<file path="src/rtl/i2c_xfer_seq.sv">
// rtl/i2c_xfer_seq.sv - I2C register-transaction sequencer driving an I2C master's register port
// Optional timeout on interrupt waits: define I2C_XFER_SEQ_TIMEOUT_EN.
module i2c_xfer_seq #(
  parameter int DWIDTH    = 8,
  parameter int AWIDTH    = 3,
  parameter int A_PRE     = 0,
  parameter int A_CTR     = 1,
  parameter int A_TXRX    = 2,
  parameter int A_CMDSR   = 3,
  parameter int TO_CYCLES = 65535
) (
  input  logic              clk_i,
  input  logic              rst_i,
  input  logic [7:0]        prescale_i,
  input  logic              req_i,
  input  logic              rnw_i,
  input  logic [6:0]        dev_addr_i,
  input  logic [7:0]        reg_addr_i,
  input  logic [7:0]        wr_data_i,
  output logic              ready_o,
  output logic              done_o,
  output logic [1:0]        err_code_o,
  output logic [7:0]        rd_data_o,
  output logic [AWIDTH-1:0] mst_addr_o,
  output logic [DWIDTH-1:0] mst_dout_o,
  output logic              mst_wr_o,
  input  logic [DWIDTH-1:0] mst_din_i,
  input  logic              mst_int_i
);

  typedef enum logic [4:0] {
    S_INIT, S_PRE, S_EN, S_IDLE, S_PUT, S_CMD, S_WAIT, S_STAT, S_STCAP, S_ACKI,
    S_STOP, S_SWAIT, S_SACK, S_RD, S_RDCAP, S_TO0, S_TO1, S_FIN
  } state_t;

  state_t state_q, state_d;
  logic [1:0] phase_q, phase_d;
  logic       rnw_q, rnw_d;
  logic [6:0] dev_q, dev_d;
  logic [7:0] reg_q, reg_d;
  logic [7:0] wd_q, wd_d;
  logic [1:0] err_q, err_d;
  logic [7:0] rd_q, rd_d;
  logic       int_q, rxack_q, al_q;
  logic       to_hit;
  logic [7:0] byte_d, cmd_d;
  logic [AWIDTH-1:0] addr_d;
  logic [DWIDTH-1:0] dout_d;
  logic       wr_d, ready_d, done_d;
  logic       final_rd, last_wr;

  assign final_rd = rnw_q && (phase_q == 2'd3);
  assign last_wr  = !rnw_q && (phase_q == 2'd2);

`ifdef I2C_XFER_SEQ_TIMEOUT_EN
  logic [15:0] to_cnt_q;
  // Cleared whenever outside a wait state, so it restarts at zero on every entry.
  always_ff @(posedge clk_i or posedge rst_i) begin
    if (rst_i) to_cnt_q <= '0;
    else if (state_q == S_WAIT || state_q == S_SWAIT) to_cnt_q <= to_cnt_q + 16'd1;
    else to_cnt_q <= '0;
  end
  assign to_hit = (to_cnt_q == 16'(TO_CYCLES - 1));
`else
  logic unused_to_cycles;
  assign unused_to_cycles = (TO_CYCLES > 0);
  assign to_hit = 1'b0;
`endif

  always_ff @(posedge clk_i or posedge rst_i) begin
    if (rst_i) state_q <= S_INIT;
    else       state_q <= state_d;
  end

  always_comb begin
    state_d = state_q;
    phase_d = phase_q;
    rnw_d   = rnw_q;
    dev_d   = dev_q;
    reg_d   = reg_q;
    wd_d    = wd_q;
    err_d   = err_q;
    rd_d    = rd_q;
    case (state_q)
      S_INIT: state_d = S_PRE;
      S_PRE:  state_d = S_EN;
      S_EN:   state_d = S_IDLE;
      S_IDLE, S_FIN: begin
        state_d = S_IDLE;
        if (req_i) begin
          rnw_d   = rnw_i;
          dev_d   = dev_addr_i;
          reg_d   = reg_addr_i;
          wd_d    = wr_data_i;
          err_d   = 2'b00;
          phase_d = 2'd0;
          state_d = S_PUT;
        end
      end
      S_PUT: state_d = S_CMD;
      S_CMD: state_d = S_WAIT;
      S_WAIT: begin
        if (int_q) state_d = S_STAT;
        else if (to_hit) begin
          err_d   = 2'b11;
          state_d = S_TO0;
        end
      end
      S_STAT:  state_d = S_STCAP;
      S_STCAP: state_d = S_ACKI;
      // Status check happens here, after the interrupt has already been acknowledged.
      S_ACKI: begin
        if (al_q) begin
          err_d   = 2'b10;
          state_d = S_FIN;
        end else if (rxack_q && !final_rd) begin
          err_d   = 2'b01;
          state_d = S_STOP;
        end else if (final_rd) state_d = S_RD;
        else if (last_wr) state_d = S_FIN;
        else begin
          phase_d = phase_q + 2'd1;
          state_d = (rnw_q && phase_q == 2'd2) ? S_CMD : S_PUT;
        end
      end
      S_STOP: state_d = S_SWAIT;
      S_SWAIT: begin
        if (int_q) state_d = S_SACK;
        else if (to_hit) begin
          err_d   = 2'b11;
          state_d = S_TO0;
        end
      end
      S_SACK:  state_d = S_FIN;
      S_RD:    state_d = S_RDCAP;
      S_RDCAP: begin
        rd_d    = mst_din_i;
        state_d = S_FIN;
      end
      S_TO0:   state_d = S_TO1;
      S_TO1:   state_d = S_FIN;
      default: state_d = S_INIT;
    endcase
  end

  // Bus outputs are registered, so they are decoded from the next state.
  always_comb begin
    case (phase_d)
      2'd0:    byte_d = {dev_d, 1'b0};
      2'd1:    byte_d = reg_d;
      2'd2:    byte_d = rnw_d ? {dev_d, 1'b1} : wd_d;
      default: byte_d = 8'h00;
    endcase
    case (phase_d)
      2'd0:    cmd_d = 8'h90;
      2'd1:    cmd_d = 8'h10;
      2'd2:    cmd_d = rnw_d ? 8'h90 : 8'h50;
      default: cmd_d = 8'h68;
    endcase
    addr_d  = '0;
    dout_d  = '0;
    wr_d    = 1'b0;
    ready_d = (state_d == S_IDLE) || (state_d == S_FIN);
    done_d  = (state_d == S_FIN);
    case (state_d)
      S_PRE:          begin wr_d = 1'b1; addr_d = AWIDTH'(A_PRE);   dout_d = prescale_i; end
      S_EN:           begin wr_d = 1'b1; addr_d = AWIDTH'(A_CTR);   dout_d = 8'h80; end
      S_PUT:          begin wr_d = 1'b1; addr_d = AWIDTH'(A_TXRX);  dout_d = byte_d; end
      S_CMD:          begin wr_d = 1'b1; addr_d = AWIDTH'(A_CMDSR); dout_d = cmd_d; end
      S_STAT, S_STCAP: addr_d = AWIDTH'(A_CMDSR);
      S_ACKI, S_SACK: begin wr_d = 1'b1; addr_d = AWIDTH'(A_CMDSR); dout_d = 8'h01; end
      S_STOP:         begin wr_d = 1'b1; addr_d = AWIDTH'(A_CMDSR); dout_d = 8'h40; end
      S_RD, S_RDCAP:  addr_d = AWIDTH'(A_TXRX);
      S_TO0:          begin wr_d = 1'b1; addr_d = AWIDTH'(A_CTR);   dout_d = 8'h00; end
      S_TO1:          begin wr_d = 1'b1; addr_d = AWIDTH'(A_CTR);   dout_d = 8'h80; end
      default: ;
    endcase
  end

  always_ff @(posedge clk_i or posedge rst_i) begin
    if (rst_i) begin
      phase_q    <= '0;
      rnw_q      <= 1'b0;
      dev_q      <= '0;
      reg_q      <= '0;
      wd_q       <= '0;
      err_q      <= '0;
      rd_q       <= '0;
      int_q      <= 1'b0;
      rxack_q    <= 1'b0;
      al_q       <= 1'b0;
      mst_addr_o <= '0;
      mst_dout_o <= '0;
      mst_wr_o   <= 1'b0;
      ready_o    <= 1'b0;
      done_o     <= 1'b0;
    end else begin
      phase_q    <= phase_d;
      rnw_q      <= rnw_d;
      dev_q      <= dev_d;
      reg_q      <= reg_d;
      wd_q       <= wd_d;
      err_q      <= err_d;
      rd_q       <= rd_d;
      int_q      <= mst_int_i;
      if (state_q == S_STCAP) begin
        rxack_q <= mst_din_i[7];
        al_q    <= mst_din_i[5];
      end
      mst_addr_o <= addr_d;
      mst_dout_o <= dout_d;
      mst_wr_o   <= wr_d;
      ready_o    <= ready_d;
      done_o     <= done_d;
    end
  end

  assign err_code_o = err_q;
  assign rd_data_o  = rd_q;

endmodule

</file>
<file path="config.mk">
export PLATFORM = sky130hd
export DESIGN_NAME = i2c_xfer_seq
export DESIGN_NICKNAME = d
export VERILOG_FILES = /design/src/rtl/i2c_xfer_seq.sv
export SDC_FILE = /design/constraint.sdc
export NUM_CORES = 1
export LEC_CHECK = 0
export ABC_AREA = 1
export BUFFER_PORTS_ARGS = -buffer_cell sky130_fd_sc_hd__clkbuf_2
export CAP_MARGIN = 20
export CORE_MARGIN = 1.5
export CORE_UTILIZATION = 54
export DETAILED_ROUTE_END_ITERATION = 6
export GPL_TIMING_DRIVEN = 0
export PLACE_DENSITY_LB_ADDON = 0.15
export REMOVE_ABC_BUFFERS = 1
export SYNTH_ARGS = -nofsm -noshare
export SYNTH_HDL_FRONTEND = slang
export SYNTH_SLANG_ARGS = --single-unit
export TNS_END_PERCENT = 100
</file>
<file path="constraint.sdc">
create_clock -name clk_i -period 1.9 [get_ports clk_i]
set_input_delay 0.285 -clock clk_i [delete_from_list [all_inputs] [get_ports clk_i]]
set_output_delay 0.285 -clock clk_i [all_outputs]
set_load 0.01 [all_outputs]
</file>
## Word-level counts from Yosys, hierarchy flattened

Index checks and enable logic that the tools add are counted.
W data, S select, Z words.

| operators by class | value |
|---|---|
| $add $sub $neg | 1 |
| eq/ne operators | 38 |
| muxes and demuxes | 34 |
| reduce and logical (&&, ||, !) cells | 19 |

Operators by type and width:

| kind | count |
|---|---|
| $eq A5 B4 Y1 const B | 15 |
| $pmux W5 S15 | 1 |
| $mux W8 | 6 |
| $pmux W8 S3 | 2 |
| $pmux W8 S6 | 1 |
| $eq A5 B3 Y1 const B | 7 |
| $mux W5 | 6 |
| $eq A5 B2 Y1 const B | 4 |
| $eq A5 B5 Y1 const B | 4 |
| $mux W2 | 8 |
| $mux W7 | 2 |
| $eq A5 B1 Y1 const B | 2 |
| $reduce_or A3 Y1 | 3 |
| $reduce_or A9 Y1 | 1 |
| $pmux W2 S2 | 2 |
| $eq A2 B2 Y1 const B | 3 |
| $pmux W2 S3 | 1 |
| $reduce_or A2 Y1 | 3 |
| $reduce_or A6 Y1 | 1 |
| $logic_not A5 Y1 | 1 |
| $logic_and A1 B1 Y1 | 4 |
| $mux W1 | 4 |
| $mux W3 | 1 |
| $ne A3 B3 Y1 const B | 1 |
| other kinds (8) | 9 |

| storage, ports and cells | value |
|---|---|
| register bits after elaboration | 58 |
| bits of input ports | 44 |
| word-level logic and storage cells | 108 |

## Logic depth before layout (Yosys ltp)

| logic depth | value |
|---|---|
| word-level depth | 11 |
| depth in mapped cells | 15 |
| gate-level depth less buffers | 15 |

## Least setup slack after synthesis

OpenSTA, ideal clock, no wires.

| timing | value |
|---|---|
| path type | flip-flop to flip-flop |
| start point | register state_q[1] |
| end point | register mst_dout_o[6] |
| arrival | 1.631 ns |
| data required time | 1.781 ns |
| setup slack | 0.150 ns |
| stages on the path, launching flop included | 16 |
| path buffers | 1 |
| period minus slack after synthesis | 1.750 ns |
| cell sequence | dfrtp_1 buf_2 inv_1 nand3_1 nand2_2 nand2_1 nand2_1 nand3_1 nand2_1 nand2_1 nand2_1 nand2_1 nand2_1 nand2_1 nor2_1 nand2_1 |

| between the ends | value |
|---|---|
| longest elaborated chain between the ends | 6 |

Ends and longest elaborated chain:

| item | line | text |
|---|---|---|
| from (decl) | 36 | `state_t state_q, state_d;` |
| from (signal assigned) | 72 | `else state_q <= state_d;` |
| $eq A5 B5 Y1 (tied with other cells) | 84 | `case (state_q)` |
| $reduce_or A3 Y1 (no line) or $reduce_or A2 Y1 (tied branches) | - |  |
| $pmux W5 S15 (tied with other cells) | 84 |  |
| $eq A5 B5 Y1 (tied with other cells) | 165 | `case (state_d)` |
| $reduce_or A2 Y1 (no line) (tied with other cells) | - |  |
| $pmux W8 S6 * | 165 |  |
| net dout_d[6] | 48 | `logic [DWIDTH-1:0] dout_d;` |
| to (signal assigned) | 211 | `mst_dout_o <= dout_d;` |
| to (decl) | 25 | `output logic [DWIDTH-1:0] mst_dout_o,` |

Mark *: on every way through the listed nets, which the timed path passes. The rest lies on a longest branch.
A chain may end at the register's enable or synchronous reset.

## Worst setup path in the final report

| timing | value |
|---|---|
| start point | register state_q[0] |
| end point | register mst_dout_o[5] |

| between the ends | value |
|---|---|
| longest elaborated chain between the ends | 6 |

Ends and longest elaborated chain:

| item | line | text |
|---|---|---|
| $eq A5 B2 Y1 or $eq A5 B5 Y1 (tied branches) | 84 |  |
| $reduce_or A2 Y1 | 84 |  |
| $pmux W2 S2 * | 84 |  |
| net phase_d[0] | 37 | `logic [1:0] phase_q, phase_d;` |
| $eq A2 B2 Y1 (tied with other cells) | 148, 154 |  |
| $pmux W8 S3 (on tied branches) | 154, 148 |  |
| $pmux W8 S6 * | 165 |  |
| net dout_d[5] | 48 |  |

Marked as above.

==> impl_metrics.env <==
export IMPL_rsz0062_at_grt="true"
export IMPL_finalCritPeriodShare_pct=107
export IMPL_fp_row_count=26
export IMPL_start_util_pct=57.2
export IMPL_nets=561
export IMPL_report_final_slew_viol_count=0
export IMPL_fillers=322
export IMPL_min_period_ns=2.04
export IMPL_grt_max_degree=33
export IMPL_grt_pass1_vias=2801
export IMPL_yosysSeqAreaShare_pct=47.6
export IMPL_drc=0
export IMPL_num_vias=3215
export IMPL_overflow=0
export IMPL_cpPeakStageDelay_ns=0.47
export IMPL_synthArstFlopShare_pct=100
export IMPL_ys_ff_latch=57
export IMPL_yosysWarnings=0
export IMPL_critical_path_class="reg2reg"
export IMPL_dpl_hpwl_mm=5.21
export IMPL_synth_distinct_cells=25
export IMPL_crit_required_ns=2.14
export IMPL_yosysMostFrequentCell="nand2_1"
export IMPL_reg2reg_depth=12
export IMPL_min_path_type="in2reg"
export IMPL_dp_cells=534
export IMPL_slowest_stage="dfrtp_2"
export IMPL_worstPathCellList="inv_2 > nor2_4 > nand2_2 > nor2_4 > nand3_1 > nand3_4 > inv_6 > buf_4 > nand3_1 > nand3_1 > nand2_1 > nand2_1"
export IMPL_dr_pass1_iters=5
export IMPL_r2r_end="mst_dout_o[5]"
export IMPL_worst_slew_pin_slew_ns=0.561
export IMPL_p_total_mw=7.43
export IMPL_start_kind="flip-flop"
export IMPL_cap_viol_max_count=0
export IMPL_p_per_area_mw_per_mm2=1710
export IMPL_ys_top_cells_by_area="dfrtp_1 (48%), nand2_1 (21%), nand3_1 (6.3%)"
export IMPL_setup_ws_ns=-0.136
export IMPL_clock_root_buffer="clkbuf_8"
export IMPL_fin_tns_setup_ns=-0.854
export IMPL_die_h_um=77.5
export IMPL_synth_area_mm2=0.00300
export IMPL_cts_tree="yes"
export IMPL_status="finished, violations left"
export IMPL_drive_gt1_share_pct=42.1
export IMPL_grt_usage_pct=28.3
export IMPL_wl_mm=9.20
export IMPL_finalSetupViolations=11
export IMPL_fmax_mhz=491
export IMPL_arrival_ns=2.28
export IMPL_dieArea_mm2=0.00600
export IMPL_synth_flop_cell="dfrtp_1"
export IMPL_clock_sinks=57
export IMPL_cp_max_fo=8
export IMPL_grt_pass1_wl_mm=13.2
export IMPL_startpoint="state_q[0]"
export IMPL_vdd_drop_max_mv=1.13
export IMPL_crit_path_end_kind="flip-flop"
export IMPL_cp_endpoint="mst_dout_o[5]"
export IMPL_crit_top_cell="nand3_1"
export IMPL_relSlewSlack_pct=62.6
export IMPL_netlist_top_cells_count="nand2_1 (166), dfrtp_1 (57), nor2_1 (41)"
export IMPL_stdcell_count=590
export IMPL_worstReg2RegStart="state_q[0]"
export IMPL_syn_avg_cell_area_um2=7.40
export IMPL_ant_nets=0
export IMPL_viasPerCell=5.45
export IMPL_skew_ns=0.0118
export IMPL_synth_top_area_share_pct=47.6
export IMPL_die_w_um=77.5
export IMPL_violations="negative setup slack"
export IMPL_coreArea_mm2=0.00524
export IMPL_cts_path_max_buffers=2
export IMPL_syn2layout_area_growth_pct=45.5
export IMPL_hold_viol=0
export IMPL_dp_slack_ns=-1.22
export IMPL_cellLeakagePower_nw=2.32
export IMPL_synth_edf_count=0
export IMPL_yosysTopAreaCell="dfrtp_1"
export IMPL_portBuffers=66
export IMPL_antenna_found_initial=0
export IMPL_worstSkewPairLatency_ns=0.35
export IMPL_gp_congestion=0.867
export IMPL_synthCells=405
export IMPL_drt_iter0_drc=319
export IMPL_path_clk_slew_ns=0.07
export IMPL_h_tree_depth=3
export IMPL_ios=68
export IMPL_utilization_pct=83.2
export IMPL_numCtsBuffers=9
export IMPL_r2r_slack_ns=-0.14
export IMPL_wl_per_cell_um=15.6
export IMPL_num_antenna_cells=0
[metal layers]
layer	track usage, %	wire, um	vias to the layer above
li1	-	-	1517
met1	40.3	3850	1493
met2	42.5	4410	175
met3	4.94	676	30
met4	12.5	258	0
met5	0	0	-
[registers in the layout, indices dropped and copies added (netlist names)]
name	cells
dev_q	7
rxack_q	1
wd_q	8
reg_q	8
mst_addr_o	2
al_q	1
done_o	1
phase_q	2
rnw_q	1
mst_wr_o	1
mst_dout_o	8
err_code_o	2
rd_data_o	8
ready_o	1
state_q	5
int_q	1
[stage by stage]
step / area (um^2) / hold WS [ns]
after CTS: 3930 / 0.0359
final: 4360 / 0.0437
after detailed placement: 3390 / 0.345
after global placement: 3370 / 0.393
after floorplan: 2950 / 0.316
after global routing: 4360 / 0.0362
[cell type report]
| class | instances | area (um^2) | area share [%] |
|---|---|---|---|
| sequential | 57 | 1430 | 32.9 |
| inverter | 38 | 158 | 3.62 |
| clock buffer | 11 | 131 | 3.01 |
| tap | 70 | 87.6 | 2.01 |
| multi-input combinational | 303 | 1780 | 40.8 |
| clock inverter | 5 | 56.3 | 1.29 |
| timing repair buffer | 102 | 692 | 15.9 |
| timing repair inverter | 4 | 23.8 | 0.546 |
[power by group]
| part | leakage, nW | total, mW | internal (mW) | switching, mW |
|---|---|---|---|---|
| registers | 0.714 | 2.09 | 1.76 | 0.336 |
| clock network | 0.0933 | 1.12 | 0.604 | 0.512 |
| logic | 1.51 | 4.22 | 1.67 | 2.55 |
[worst min-delay path by stage]
stage	from	endpoint	cells past startpoint
after floorplan	mst_int_i	int_q	0
after global placement	mst_int_i	int_q	1
after detailed placement	rst_i	mst_dout_o[3]	2
after CTS	mst_int_i	int_q	1
after global routing	mst_int_i	int_q	1
final	mst_int_i	int_q	1
[cell families (layout without fill, tap and decap cells)]
logic type / count (synthesis) / in the layout / synth area share, %
other: 1 / 1 / 0.125
AND/OR/NAND/NOR: 275 / 276 / 39.5
multiplexers: 7 / 7 / 2.63
buffers and inverters: 46 / 160 / 6.27
adder cells (fa/ha/maj): 2 / 2 / 0.835
flip-flops: 57 / 57 / 47.6
AO/OA/AOI/OAI: 17 / 17 / 3.01
[critical path: cells and delay by family, from the launching register on]
family / cells / cell delay (ns)
buffers and inverters: 3 / 0.31
DFF: 1 / 0.47
and+or+nand+nor: 9 / 1.16
[cells in the final DEF, fill, tap and decap left out, types with 4 or more instances in the layout]
master	n
nand4_1	15
nor2_1	27
nand2_1	132
buf_6	5
mux2_2	7
clkbuf_8	9
buf_12	5
buf_4	24
dfrtp_1	52
inv_1	27
inv_2	8
nand3_2	10
a21oi_1	4
nor2_4	13
nand2_4	7
nand3_1	24
nand2_2	27
nand3_4	8
o21ai_0	10
clkinvlp_4	5
nor2_2	6
clkbuf_2	66
dfrtp_2	5
[repair_timing]
item	4_1_cts	5_1_grt
gates cloned	3	2
endpoints found under the setup margin	34	12
gates resized for setup	42	76
hold buffers	1	0
pin swaps	6	53
buffers inserted	16	18
hold endpoints to repair	25	0
Power figures use the tool's default switching activity.
